$ cat config.mk
export PLATFORM = sky130hd
export DESIGN_NAME = nasti_lite_write_arbiter_flat
export DESIGN_NICKNAME = d
export VERILOG_FILES = /design/src/rtl/nasti_lite_write_arbiter_pkg.sv /design/src/rtl/nasti_lite_write_arbiter_if.sv /design/src/rtl/nasti_lite_write_arbiter_route_fifo.sv /design/src/rtl/nasti_lite_write_arbiter.sv /design/src/flat_wrapper.sv
export SDC_FILE = /design/constraint.sdc
export NUM_CORES = 1
export LEC_CHECK = 0
export ABC_AREA = 1
export CAP_MARGIN = 20
export CELL_PAD_IN_SITES_DETAIL_PLACEMENT = 0
export CELL_PAD_IN_SITES_GLOBAL_PLACEMENT = 1
export CORE_AREA = 4 4 77 79
export CTS_CLUSTER_SIZE = 10
export DETAILED_ROUTE_END_ITERATION = 7
export DIE_AREA = 0 0 81 83
export DONT_BUFFER_PORTS = 1
export PLACE_DENSITY = 0.76
export SYNTH_ARGS = -nofsm -noshare
export SYNTH_HDL_FRONTEND = slang
export SYNTH_SLANG_ARGS = --single-unit
$ cat constraint.sdc
create_clock -name clk -period 2.1 [get_ports clk]
set_input_delay 0.315 -clock clk [delete_from_list [all_inputs] [get_ports clk]]
set_output_delay 0.315 -clock clk [all_outputs]
set_load 0.01 [all_outputs]
$ cat src/rtl/nasti_lite_write_arbiter_pkg.sv
// nasti_lite_pkg: definitions shared by the NASTI-Lite write arbiter slice.
//   - arb_state_e : arbiter FSM states (IDLE, ADDR, DATA)
//   - RESP_*      : B-channel response encodings
//   - idx_width() : index width helper (never returns less than one bit)
package nasti_lite_pkg;

    typedef enum logic [1:0] {
        IDLE = 2'd0,
        ADDR = 2'd1,
        DATA = 2'd2
    } arb_state_e;

    localparam logic [1:0] RESP_OKAY   = 2'd0;
    localparam logic [1:0] RESP_EXOKAY = 2'd1;
    localparam logic [1:0] RESP_SLVERR = 2'd2;
    localparam logic [1:0] RESP_DECERR = 2'd3;

    // Bits needed to index n items; one-item and two-item sets still get one bit.
    function automatic int unsigned idx_width(input int unsigned n);
        int unsigned w;
        w = 1;
        if (n > 2) w = $clog2(n);
        return w;
    endfunction

endpackage

$ cat src/rtl/nasti_lite_write_arbiter_if.sv
// nasti_lite_write_arbiter_if: NASTI-Lite write bus (AW, W, B) for LANES
// requesters, every field flattened with lane i at slice i.
//   modport master : drives AW/W payload+valid and b_ready (the request side)
//   modport slave  : drives aw_ready, w_ready and the B payload+valid
interface nasti_lite_write_arbiter_if #(
    parameter int unsigned LANES      = 1,
    parameter int unsigned ID_WIDTH   = 1,
    parameter int unsigned ADDR_WIDTH = 8,
    parameter int unsigned DATA_WIDTH = 32,
    parameter int unsigned USER_WIDTH = 1
);
    localparam int unsigned STRB_WIDTH = DATA_WIDTH / 8;

    logic [LANES*ID_WIDTH-1:0]   aw_id;
    logic [LANES*ADDR_WIDTH-1:0] aw_addr;
    logic [LANES*3-1:0]          aw_prot;
    logic [LANES*4-1:0]          aw_qos;
    logic [LANES*4-1:0]          aw_region;
    logic [LANES*USER_WIDTH-1:0] aw_user;
    logic [LANES-1:0]            aw_valid;
    logic [LANES-1:0]            aw_ready;

    logic [LANES*DATA_WIDTH-1:0] w_data;
    logic [LANES*STRB_WIDTH-1:0] w_strb;
    logic [LANES*USER_WIDTH-1:0] w_user;
    logic [LANES-1:0]            w_valid;
    logic [LANES-1:0]            w_ready;

    logic [LANES*ID_WIDTH-1:0]   b_id;
    logic [LANES*2-1:0]          b_resp;
    logic [LANES*USER_WIDTH-1:0] b_user;
    logic [LANES-1:0]            b_valid;
    logic [LANES-1:0]            b_ready;

    modport master (
        output aw_id, aw_addr, aw_prot, aw_qos, aw_region, aw_user, aw_valid,
        input  aw_ready,
        output w_data, w_strb, w_user, w_valid,
        input  w_ready,
        input  b_id, b_resp, b_user, b_valid,
        output b_ready
    );

    modport slave (
        input  aw_id, aw_addr, aw_prot, aw_qos, aw_region, aw_user, aw_valid,
        output aw_ready,
        input  w_data, w_strb, w_user, w_valid,
        output w_ready,
        output b_id, b_resp, b_user, b_valid,
        input  b_ready
    );

endinterface

$ cat src/rtl/nasti_lite_write_arbiter_route_fifo.sv
// lite_write_route_fifo: small FIFO of requester indices recording which
// requester owns each accepted-but-unanswered write, oldest at the head.
//   clk, rstn        : clock, asynchronous active-low reset (to empty)
//   i_push/i_push_data : enqueue an index (ignored when full)
//   i_pop            : dequeue the head (ignored when empty)
//   o_head           : current head entry (combinational read)
//   o_count/o_full/o_empty : occupancy
module lite_write_route_fifo
    import nasti_lite_pkg::*;
#(
    parameter  int unsigned DEPTH = 2,
    parameter  int unsigned DW    = 1,
    localparam int unsigned PW    = idx_width(DEPTH),
    localparam int unsigned CW    = idx_width(DEPTH + 1)
) (
    input  logic          clk,
    input  logic          rstn,
    input  logic          i_push,
    input  logic [DW-1:0] i_push_data,
    input  logic          i_pop,
    output logic [DW-1:0] o_head,
    output logic [CW-1:0] o_count,
    output logic          o_full,
    output logic          o_empty
);
    logic [DW-1:0] r_mem [DEPTH];
    logic [PW-1:0] r_wr_ptr;
    logic [PW-1:0] r_rd_ptr;
    logic [CW-1:0] r_count;
    logic          w_push;
    logic          w_pop;

    assign o_full  = (r_count == CW'(DEPTH));
    assign o_empty = (r_count == '0);
    assign o_count = r_count;
    assign o_head  = r_mem[r_rd_ptr];

    assign w_push = i_push && !o_full;
    assign w_pop  = i_pop && !o_empty;

    always_ff @(posedge clk or negedge rstn) begin
        if (!rstn) begin
            r_wr_ptr <= '0;
            r_rd_ptr <= '0;
            r_count  <= '0;
        end else begin
            if (w_push) r_wr_ptr <= (r_wr_ptr == PW'(DEPTH - 1)) ? '0 : r_wr_ptr + 1'b1;
            if (w_pop)  r_rd_ptr <= (r_rd_ptr == PW'(DEPTH - 1)) ? '0 : r_rd_ptr + 1'b1;
            // Simultaneous push and pop leave the occupancy unchanged.
            case ({w_push, w_pop})
                2'b10:   r_count <= r_count + 1'b1;
                2'b01:   r_count <= r_count - 1'b1;
                default: r_count <= r_count;
            endcase
        end
    end

    // Storage needs no reset: entries are only read while counted valid.
    always_ff @(posedge clk) begin
        if (w_push) r_mem[r_wr_ptr] <= i_push_data;
    end

endmodule

$ cat src/rtl/nasti_lite_write_arbiter.sv
// nasti_lite_write_arbiter: round-robin sharing of one NASTI-Lite write port
// between N_MASTER requesters. AW then W of the granted requester are passed
// to the shared port; B responses are routed back in issue order.
//   clk, rstn : clock, asynchronous active-low reset
//   s_if      : requester side, N_MASTER lanes (slave modport)
//   m_if      : shared downstream port, one lane (master modport)
module nasti_lite_write_arbiter
    import nasti_lite_pkg::*;
#(
    parameter int unsigned N_MASTER        = 2,
    parameter int unsigned MAX_OUTSTANDING = 2,
    parameter int unsigned ID_WIDTH        = 1,
    parameter int unsigned ADDR_WIDTH      = 8,
    parameter int unsigned LITE_DATA_WIDTH = 32,
    parameter int unsigned USER_WIDTH      = 1
) (
    input  logic                      clk,
    input  logic                      rstn,
    nasti_lite_write_arbiter_if.slave  s_if,
    nasti_lite_write_arbiter_if.master m_if
);
    localparam int unsigned IDX_W  = idx_width(N_MASTER);
    localparam int unsigned CNT_W  = idx_width(MAX_OUTSTANDING + 1);
    localparam int unsigned STRB_W = LITE_DATA_WIDTH / 8;

    arb_state_e          r_state, w_state_next;
    logic [IDX_W-1:0]    r_gnt, w_gnt_next;
    logic [IDX_W-1:0]    r_rr, w_rr_next;
    logic [IDX_W-1:0]    w_pick;
    logic [IDX_W-1:0]    w_head;
    logic [IDX_W-1:0]    w_rot_idx [N_MASTER];
    logic [N_MASTER-1:0] w_gnt_oh;
    logic [N_MASTER-1:0] w_head_oh;
    logic [CNT_W-1:0]    w_fifo_count;
    logic                w_fifo_full;
    logic                w_fifo_empty;
    logic                w_push;
    logic                w_pop;
    logic                w_room;

    // Per-lane decode: rotated search order starting at rr, grant and head one-hots.
    for (genvar gi = 0; gi < N_MASTER; gi++) begin : g_lane
        logic [IDX_W:0] w_sum;
        assign w_sum = {1'b0, r_rr} + (IDX_W+1)'(gi);
        assign w_rot_idx[gi] = (w_sum >= (IDX_W+1)'(N_MASTER))
                             ? IDX_W'(w_sum - (IDX_W+1)'(N_MASTER))
                             : w_sum[IDX_W-1:0];
        assign w_gnt_oh[gi]  = (r_gnt == IDX_W'(gi));
        assign w_head_oh[gi] = !w_fifo_empty && (w_head == IDX_W'(gi));
    end

    // First valid requester at or after rr; scanning backwards lets the
    // nearest offset overwrite the others.
    always_comb begin
        w_pick = r_rr;
        for (int k = int'(N_MASTER) - 1; k >= 0; k--) begin
            if (s_if.aw_valid[w_rot_idx[k]]) w_pick = w_rot_idx[k];
        end
    end

    assign w_room = (w_fifo_count < CNT_W'(MAX_OUTSTANDING));

    // State register
    always_ff @(posedge clk or negedge rstn) begin
        if (!rstn) begin
            r_state <= IDLE;
            r_gnt   <= '0;
            r_rr    <= '0;
        end else begin
            r_state <= w_state_next;
            r_gnt   <= w_gnt_next;
            r_rr    <= w_rr_next;
        end
    end

    // Next-state logic
    always_comb begin
        w_state_next = r_state;
        w_gnt_next   = r_gnt;
        w_rr_next    = r_rr;
        case (r_state)
            IDLE: begin
                if ((|s_if.aw_valid) && w_room) begin
                    w_gnt_next   = w_pick;
                    w_state_next = ADDR;
                end
            end
            ADDR: begin
                if (m_if.aw_ready[0]) w_state_next = DATA;
            end
            DATA: begin
                if (s_if.w_valid[r_gnt] && m_if.w_ready[0]) begin
                    w_rr_next    = (r_gnt == IDX_W'(N_MASTER - 1)) ? '0 : r_gnt + 1'b1;
                    w_state_next = IDLE;
                end
            end
            default: w_state_next = IDLE;
        endcase
    end

    // Output logic: only the granted lane ever sees a ready.
    always_comb begin
        m_if.aw_valid = 1'b0;
        m_if.w_valid  = 1'b0;
        s_if.aw_ready = '0;
        s_if.w_ready  = '0;
        case (r_state)
            ADDR: begin
                m_if.aw_valid = 1'b1;
                s_if.aw_ready = m_if.aw_ready[0] ? w_gnt_oh : '0;
            end
            DATA: begin
                m_if.w_valid = s_if.w_valid[r_gnt];
                s_if.w_ready = m_if.w_ready[0] ? w_gnt_oh : '0;
            end
            default: ;
        endcase
    end

    // Payload of the granted requester; only qualified by the valids above.
    assign m_if.aw_id     = s_if.aw_id[r_gnt*ID_WIDTH +: ID_WIDTH];
    assign m_if.aw_addr   = s_if.aw_addr[r_gnt*ADDR_WIDTH +: ADDR_WIDTH];
    assign m_if.aw_prot   = s_if.aw_prot[r_gnt*3 +: 3];
    assign m_if.aw_qos    = s_if.aw_qos[r_gnt*4 +: 4];
    assign m_if.aw_region = s_if.aw_region[r_gnt*4 +: 4];
    assign m_if.aw_user   = s_if.aw_user[r_gnt*USER_WIDTH +: USER_WIDTH];
    assign m_if.w_data    = s_if.w_data[r_gnt*LITE_DATA_WIDTH +: LITE_DATA_WIDTH];
    assign m_if.w_strb    = s_if.w_strb[r_gnt*STRB_W +: STRB_W];
    assign m_if.w_user    = s_if.w_user[r_gnt*USER_WIDTH +: USER_WIDTH];

    // B path is purely combinational; an empty FIFO holds off a stray response.
    assign s_if.b_id    = {N_MASTER{m_if.b_id}};
    assign s_if.b_resp  = {N_MASTER{m_if.b_resp}};
    assign s_if.b_user  = {N_MASTER{m_if.b_user}};
    assign s_if.b_valid = m_if.b_valid[0] ? w_head_oh : '0;
    assign m_if.b_ready = |(w_head_oh & s_if.b_ready);

    // Admission already guarantees room; the full term only guards the FIFO.
    assign w_push = (r_state == ADDR) && m_if.aw_ready[0] && !w_fifo_full;
    assign w_pop  = m_if.b_valid[0] && m_if.b_ready[0];

    lite_write_route_fifo #(
        .DEPTH (MAX_OUTSTANDING),
        .DW    (IDX_W)
    ) u_route_fifo (
        .clk         (clk),
        .rstn        (rstn),
        .i_push      (w_push),
        .i_push_data (r_gnt),
        .i_pop       (w_pop),
        .o_head      (w_head),
        .o_count     (w_fifo_count),
        .o_full      (w_fifo_full),
        .o_empty     (w_fifo_empty)
    );

endmodule

$ cat src/flat_wrapper.sv
// flat-port wrapper written by rule: the top's interface ports become plain ports
module nasti_lite_write_arbiter_flat import nasti_lite_pkg::*;
#(
    parameter int unsigned N_MASTER        = 2,
    parameter int unsigned MAX_OUTSTANDING = 2,
    parameter int unsigned ID_WIDTH        = 1,
    parameter int unsigned ADDR_WIDTH      = 8,
    parameter int unsigned LITE_DATA_WIDTH = 32,
    parameter int unsigned USER_WIDTH      = 1
)
  (clk, rstn, s_if_aw_id, s_if_aw_addr, s_if_aw_prot, s_if_aw_qos, s_if_aw_region, s_if_aw_user, s_if_aw_valid, s_if_aw_ready, s_if_w_data, s_if_w_strb, s_if_w_user, s_if_w_valid, s_if_w_ready, s_if_b_id, s_if_b_resp, s_if_b_user, s_if_b_valid, s_if_b_ready, m_if_aw_id, m_if_aw_addr, m_if_aw_prot, m_if_aw_qos, m_if_aw_region, m_if_aw_user, m_if_aw_valid, m_if_aw_ready, m_if_w_data, m_if_w_strb, m_if_w_user, m_if_w_valid, m_if_w_ready, m_if_b_id, m_if_b_resp, m_if_b_user, m_if_b_valid, m_if_b_ready);
  nasti_lite_write_arbiter_if #(.LANES(2), .ID_WIDTH(ID_WIDTH), .ADDR_WIDTH(ADDR_WIDTH), .DATA_WIDTH(32), .USER_WIDTH(USER_WIDTH)) s_if_i ();
  nasti_lite_write_arbiter_if #(.LANES(1), .ID_WIDTH(ID_WIDTH), .ADDR_WIDTH(ADDR_WIDTH), .DATA_WIDTH(32), .USER_WIDTH(USER_WIDTH)) m_if_i ();
  input  logic clk;
  input  logic rstn;
  input wire logic [$bits(s_if_i.aw_id)-1:0] s_if_aw_id;
  input wire logic [$bits(s_if_i.aw_addr)-1:0] s_if_aw_addr;
  input wire logic [$bits(s_if_i.aw_prot)-1:0] s_if_aw_prot;
  input wire logic [$bits(s_if_i.aw_qos)-1:0] s_if_aw_qos;
  input wire logic [$bits(s_if_i.aw_region)-1:0] s_if_aw_region;
  input wire logic [$bits(s_if_i.aw_user)-1:0] s_if_aw_user;
  input wire logic [$bits(s_if_i.aw_valid)-1:0] s_if_aw_valid;
  output wire logic [$bits(s_if_i.aw_ready)-1:0] s_if_aw_ready;
  input wire logic [$bits(s_if_i.w_data)-1:0] s_if_w_data;
  input wire logic [$bits(s_if_i.w_strb)-1:0] s_if_w_strb;
  input wire logic [$bits(s_if_i.w_user)-1:0] s_if_w_user;
  input wire logic [$bits(s_if_i.w_valid)-1:0] s_if_w_valid;
  output wire logic [$bits(s_if_i.w_ready)-1:0] s_if_w_ready;
  output wire logic [$bits(s_if_i.b_id)-1:0] s_if_b_id;
  output wire logic [$bits(s_if_i.b_resp)-1:0] s_if_b_resp;
  output wire logic [$bits(s_if_i.b_user)-1:0] s_if_b_user;
  output wire logic [$bits(s_if_i.b_valid)-1:0] s_if_b_valid;
  input wire logic [$bits(s_if_i.b_ready)-1:0] s_if_b_ready;
  output wire logic [$bits(m_if_i.aw_id)-1:0] m_if_aw_id;
  output wire logic [$bits(m_if_i.aw_addr)-1:0] m_if_aw_addr;
  output wire logic [$bits(m_if_i.aw_prot)-1:0] m_if_aw_prot;
  output wire logic [$bits(m_if_i.aw_qos)-1:0] m_if_aw_qos;
  output wire logic [$bits(m_if_i.aw_region)-1:0] m_if_aw_region;
  output wire logic [$bits(m_if_i.aw_user)-1:0] m_if_aw_user;
  output wire logic [$bits(m_if_i.aw_valid)-1:0] m_if_aw_valid;
  input wire logic [$bits(m_if_i.aw_ready)-1:0] m_if_aw_ready;
  output wire logic [$bits(m_if_i.w_data)-1:0] m_if_w_data;
  output wire logic [$bits(m_if_i.w_strb)-1:0] m_if_w_strb;
  output wire logic [$bits(m_if_i.w_user)-1:0] m_if_w_user;
  output wire logic [$bits(m_if_i.w_valid)-1:0] m_if_w_valid;
  input wire logic [$bits(m_if_i.w_ready)-1:0] m_if_w_ready;
  input wire logic [$bits(m_if_i.b_id)-1:0] m_if_b_id;
  input wire logic [$bits(m_if_i.b_resp)-1:0] m_if_b_resp;
  input wire logic [$bits(m_if_i.b_user)-1:0] m_if_b_user;
  input wire logic [$bits(m_if_i.b_valid)-1:0] m_if_b_valid;
  output wire logic [$bits(m_if_i.b_ready)-1:0] m_if_b_ready;
  assign s_if_i.aw_id = s_if_aw_id;
  assign s_if_i.aw_addr = s_if_aw_addr;
  assign s_if_i.aw_prot = s_if_aw_prot;
  assign s_if_i.aw_qos = s_if_aw_qos;
  assign s_if_i.aw_region = s_if_aw_region;
  assign s_if_i.aw_user = s_if_aw_user;
  assign s_if_i.aw_valid = s_if_aw_valid;
  assign s_if_aw_ready = s_if_i.aw_ready;
  assign s_if_i.w_data = s_if_w_data;
  assign s_if_i.w_strb = s_if_w_strb;
  assign s_if_i.w_user = s_if_w_user;
  assign s_if_i.w_valid = s_if_w_valid;
  assign s_if_w_ready = s_if_i.w_ready;
  assign s_if_b_id = s_if_i.b_id;
  assign s_if_b_resp = s_if_i.b_resp;
  assign s_if_b_user = s_if_i.b_user;
  assign s_if_b_valid = s_if_i.b_valid;
  assign s_if_i.b_ready = s_if_b_ready;
  assign m_if_aw_id = m_if_i.aw_id;
  assign m_if_aw_addr = m_if_i.aw_addr;
  assign m_if_aw_prot = m_if_i.aw_prot;
  assign m_if_aw_qos = m_if_i.aw_qos;
  assign m_if_aw_region = m_if_i.aw_region;
  assign m_if_aw_user = m_if_i.aw_user;
  assign m_if_aw_valid = m_if_i.aw_valid;
  assign m_if_i.aw_ready = m_if_aw_ready;
  assign m_if_w_data = m_if_i.w_data;
  assign m_if_w_strb = m_if_i.w_strb;
  assign m_if_w_user = m_if_i.w_user;
  assign m_if_w_valid = m_if_i.w_valid;
  assign m_if_i.w_ready = m_if_w_ready;
  assign m_if_i.b_id = m_if_b_id;
  assign m_if_i.b_resp = m_if_b_resp;
  assign m_if_i.b_user = m_if_b_user;
  assign m_if_i.b_valid = m_if_b_valid;
  assign m_if_b_ready = m_if_i.b_ready;
  nasti_lite_write_arbiter #(.N_MASTER(N_MASTER), .MAX_OUTSTANDING(MAX_OUTSTANDING), .ID_WIDTH(ID_WIDTH), .ADDR_WIDTH(ADDR_WIDTH), .LITE_DATA_WIDTH(LITE_DATA_WIDTH), .USER_WIDTH(USER_WIDTH)) u_core (.clk(clk), .rstn(rstn), .s_if(s_if_i), .m_if(m_if_i));
endmodule
### Word level (Yosys, flattened, before mapping)

Memories as Yosys holds them, arrays and structs flattened.
Index checks and enable logic that the tools add are counted.

* flip-flop bits (word level): 8
* bits in latches: 0
* RAM bits: 2
* ROM bits: 0
* input port bits: 131
* output and inout port bits: 75
* logic and storage cells: 88
* memories: 1

Memory list
* u_core.u_route_fifo.r_mem: depth 2, width 1, rd ports 1, clocked after Yosys merged registers in 0, write ports 1, line nasti_lite_write_arbiter_route_fifo.sv:26 `logic [DW-1:0] r_mem [DEPTH];`

* add/sub/neg operators: 8
* multiply operators: 1
* div/mod/pow operators: 0
* $lt $le $gt $ge: 6
* equal/unequal tests: 8
* shifts and indexed selects: 9
* multiplexer cells: 27
* bitwise operators: 3
* reductions and logical operators: 19

Operators by type and width (number)
* 64-bit by 7-bit indexed part select with 32-bit output: 1
* 8-bit by 4-bit indexed part select with 4-bit output: 3
* 1-bit two-way mux: 17
* 2-bit two-way mux: 8
* 16-bit by 5-bit indexed part select with 8-bit output: 1
* 1-bit logical AND: 9
* 2-bit equality test (second input constant): 3
* 1-bit by 2-bit less-than comparator with 1-bit output (second input constant): 3
* 2-bit case mux with 3 select lines: 1
* 2-bit by 2-bit indexed part select with 1-bit output: 3
* 6-bit by 4-bit indexed part select with 3-bit output: 1
* 2-bit by 1-bit equality test with 1-bit output (second input constant): 2
* 2-bit logical NOT: 2
* 2-bit by 1-bit != test with 1-bit output (second input constant): 2
* 2-bit case mux with 2 select lines: 1
* 2-bit AND reduction: 2
* 2-bit OR reduction: 2
* 1-bit adder (second input constant): 3
* 1-bit by 2-bit multiplier with 3-bit output (second input constant): 1
* 3-bit AND reduction: 1
* 1-bit by 1-bit adder with 2-bit output (second input constant): 1
* 2-bit by 1-bit adder with 2-bit output (second input constant): 1
* 2-bit AND: 1
* 1-bit by 2-bit greater-or-equal comparator with 1-bit output (second input constant): 1
* 8 further kinds: 11

### Depth between registers and ports, before layout

* depth after elaboration: 9
* depth in mapped cells: 10
* gate-level depth less buffers: 10

### Modules after synthesis

Synthesis repeated with hierarchy kept, for this count alone.

* cell total of the unflattened synthesis: 288
* area, all modules: 1427.6 um^2

Modules (own cells, without submodules)
* nasti_lite_write_arbiter: times used 1, cells each 250, area each 1114.8 um^2, seq. area each 100.1 um^2
* lite_write_route_fifo: times used 1, cells each 38, area each 312.8 um^2, seq. area each 160.2 um^2

### Worst setup path before layout

Ideal clock, no wire load.

* path type: reg-to-reg
* start point: reg u_core.u_route_fifo.r_rd_ptr
* end point: reg u_core.u_route_fifo.r_count[1] (netlist: u_core.u_route_fifo.o_count[1])
* setup time: 0.131 ns
* data arrival time: 1.400 ns
* required time: 1.969 ns
* path slack: 0.569 ns
* stages on the path, launching flop included: 11
* path buffers: 0
* period minus slack after synthesis: 1.531 ns
* cells stage by stage: dfrtp_1 > inv_1 > nand2_1 > nand2_1 > nand2_1 > nand4_1 > inv_1 > ha_1 > a21oi_1 > o21ai_0 > xor2_1

* word-level cells in the longest chain between the ends: 9
* elaborated cells on any way between the ends: 12

Ends and longest elaborated chain
* from (decl): line nasti_lite_write_arbiter_route_fifo.sv:28 `logic [PW-1:0] r_rd_ptr;`
* from (signal assigned): line nasti_lite_write_arbiter_route_fifo.sv:48 `if (w_pop) r_rd_ptr <= (r_rd_ptr == PW'(DEPTH - 1)) ? '0 : r_rd_ptr + 1'b1;`
* memory 2 x 1 bit (*)
* 1-bit inverter: line nasti_lite_write_arbiter.sv:49 `assign w_head_oh[gi] = !w_fifo_empty && (w_head == IDX_W'(gi));`
* 1-bit logical AND: line nasti_lite_write_arbiter.sv:49
* 2-bit AND (*): line nasti_lite_write_arbiter.sv:136 `assign m_if.b_ready = |(w_head_oh & s_if.b_ready);`
* 2-bit OR reduction (*): line nasti_lite_write_arbiter.sv:136
* 1-bit logical AND (*): line nasti_lite_write_arbiter.sv:140 `assign w_pop = m_if.b_valid[0] && m_if.b_ready[0];`
* 1-bit logical AND (*): line nasti_lite_write_arbiter_route_fifo.sv:39 `assign w_pop = i_pop && !o_empty;`
* named net u_core.u_route_fifo.w_pop: line nasti_lite_write_arbiter_route_fifo.sv:31 `logic w_pop;`
* 2-bit by 1-bit equality test with 1-bit output or 2-bit equality test (tied branches): line nasti_lite_write_arbiter_route_fifo.sv:50 `case ({w_push, w_pop})`
* 2-bit case mux with 2 select lines or 2-bit nonzero test (tied branches)
* to (signal assigned): line nasti_lite_write_arbiter_route_fifo.sv:51 `2'b10: r_count <= r_count + 1'b1;`
* to (signal assigned): line nasti_lite_write_arbiter_route_fifo.sv:52 `2'b01: r_count <= r_count - 1'b1;`
* to (signal assigned): line nasti_lite_write_arbiter_route_fifo.sv:53 `default: r_count <= r_count;`
* to (decl): line nasti_lite_write_arbiter_route_fifo.sv:29 `logic [CW-1:0] r_count;`

Mark *: on every way through the listed nets, which the timed path passes. The rest lies on a longest branch.
A chain may end at the register's enable or synchronous reset.

### Worst setup path after layout

Ends and elaborated chain as after synthesis.

==> impl_metrics.ini <==
[status]
outcome = finished clean

[route]
finalWirelength_mm = 4.70
avgRoutedWirePerCell_um = 14.1
drc = 0
num_vias = 1516
via_per_inst = 4.55
dr.pass1.iters = 5
ant_nets = 0
first_iter_violations = 74

[sta]
slew_viol_final = 0
slew-limit-headroom_pct = 74.0
finalHoldViolCount = 0
fin_tns_setup_ps = 0
rsz0062_at_grt = no
fin_crit_sh_pct = 80.2
finalWorstPathRequiredPeriod_ps = 1680
tightest_slew_ps = 388
fmax_mhz = 594
finalClockSkew_ps = 3.57
setup_viol = 0

[cells_and_area]
multiInputGateArea_sq_um = 922
num_antenna_cells = 0
fin_util_pct = 27.2
area_delta_synth_final_pct = 5.44
drive_gt1_share_pct = 5.75
final-seq-area_sq_um = 262
fillers = 637
nets = 394

[clocking]
insertion_delay_ps = 240
clk_pin_slew_ps = 50
clock_sinks = 10
cts-root-buf = clkbuf_8
cts.repair.resized = 0
htreeDepth = 1
cts_hold_buf = 1
cts_buffers = 3
cts_tree = yes
post-cts-setup-buffers = 0
clock_path_buffers = 2

[die]
core_area_sq_mm = 0.00534
ios = 206
die-area_sq_mm = 0.00672
initial_utilization_pct = 25.8
num_rows = 27
die_height_um = 83
die_x_um = 81

[global_route]
antenna_found_initial = 0
grt_util_all_layers_pct = 13.3
overflow = 0
grt_pass1_vias = 1462
grt_pass1_wl_mm = 7.21
grt_max_degree = 48

[setup_path]
end_kind = flop
r2r_slack_ps = 420
crit_family = flip-flops
cp-start-kind = flop
cp_common_cell = nand2_1
critPathMaxStageDelay_ps = 400
worstSetupPathType = reg2reg
required_ps = 2220
crit_buf_inv = 2
crit_chain = inv_1 > nand2_1 > nand2_1 > nand2_1 > nand4_1 > inv_1 > ha_1 > a21oi_1 > o21ai_0 > xor2_1
cp_max_fo = 4
cp.arrival_ps = 1800
cp_slowest_cell = dfrtp_1

[logic_synthesis]
yosys.area.top_type = nand2_1
synth_top_area_share_pct = 52.5
synth_nets = 404
synthCells = 272
netlist_top_cells_count = nand2_1, inv_1, buf_2, buf_4
synth.most_common_cell = nand2_1
synth_warnings = 0
synth_top_flop_cell = dfrtp_1
synth.top_cells.by_area = nand2_1, dfrtp_1, buf_4, edfxtp_1, inv_1
synth.distinct_cells = 24
synth-seq-cells = 10
synth_area_per_cell_sq_um = 5.07
synthArstFlopShare_pct = 80.0
synth-edff-count = 2
netlist_area_sq_mm = 0.00138
ys_seq_area_share_pct = 18.9

[placed_design]
place_congestion = 0.764
numPortBuffers = 0
post-dp-hpwl_mm = 3.97

[pwr]
peakVddDrop_uv = 428
powerDensity_mw_per_mm2 = 1380
p_leak_nw = 0.889

[min_path]
min-delay-path-class = in2reg

[run]
max-cap-violations = 0
-- worst paths after layout --
kind	start	to	cells after the start
setup / recovery	u_core.u_route_fifo.r_rd_ptr$_DFFE_PN0P_	u_core.u_route_fifo.o_count[1]$_DFFE_PN0P_	10
hold / removal	m_if_aw_ready	u_core.r_state[0]$_DFFE_PN0P_	1
setup reg to reg	u_core.u_route_fifo.r_rd_ptr$_DFFE_PN0P_	u_core.u_route_fifo.o_count[1]$_DFFE_PN0P_	10
hold reg to reg	u_core.r_rr$_DFFE_PN0P_	u_core.r_rr$_DFFE_PN0P_	2
max in group asynchronous	rstn	u_core.r_gnt$_DFFE_PN0P_	1
min in group asynchronous	rstn	u_core.u_route_fifo.o_count[0]$_DFFE_PN0P_	1
-- stage by stage --
step	total power, mW	hold WS (ps)	cells	worst slack (ps)	area [sq um]
global placement	1.80	19.7	328	489	1400
CTS	2.04	194	333	414	1450
detailed placement	1.83	19.7	328	431	1400
floorplan	1.58	19.4	272	569	1380
global route	2.27	203	333	242	1450
finish	2.01	193	333	416	1450
-- final cells by class --
class	count	area share [%]
clock buffers	3	2.84
clock inverters	1	0.258
inverters	16	4.30
multi-input cells	225	63.4
flip-flops and latches	10	18.0
well taps	72	6.20
repair buffers	6	4.99
-- logic make-up after synthesis --
family	after synthesis	synth area share, %
adder cells (fa/ha/maj)	1	0.907
AO/OA/AOI/OAI	10	4.36
XOR/XNOR	3	1.91
flip-flops	10	18.9
AND/OR/NAND/NOR	211	59.7
buffers and inverters	37	14.2
-- cells in the final DEF, fill, tap and decap left out --
master / instances
buf_12: 2
nor3_1: 1
inv_4: 1
xor2_1: 2
buf_4: 3
inv_1: 15
o21ai_0: 3
nand4_1: 1
xnor2_1: 1
o2111ai_1: 1
nor2_1: 8
dfrtp_2: 1
nand2_1: 193
o21ai_2: 1
clkinv_1: 1
nand2_2: 2
o211ai_1: 1
clkbuf_8: 3
o21ai_1: 1
edfxtp_1: 2
dfrtp_1: 7
nand3_1: 4
nor3_4: 1
dlygate4sd3_1: 1
ha_1: 1
a21oi_1: 3
or2_4: 1
-- per-layer routing --
metal / track usage, % / wire length, um / up-vias
met5: 0 / 0 / -
met4: 2.30 / 14 / 0
met3: 4.56 / 570 / 2
met2: 23.1 / 2470 / 96
met1: 15.9 / 1640 / 635
li1: - / - / 783
-- where the power goes --
group	switching [mW]	internal (mW)
Clock	0.0770	0.128
Sequential	0.0615	0.287
Combinational	1.06	0.396
-- sequential cells by signal, indices dropped and copies added, names as in the netlist --
name,flops
u_core.u_route_fifo.r_mem,2
u_core.u_route_fifo.r_wr_ptr,1
u_core.r_gnt,1
u_core.u_route_fifo.o_count,2
u_core.r_state,2
u_core.u_route_fifo.r_rd_ptr,1
u_core.r_rr,1
(Power assumes the default switching activity.)
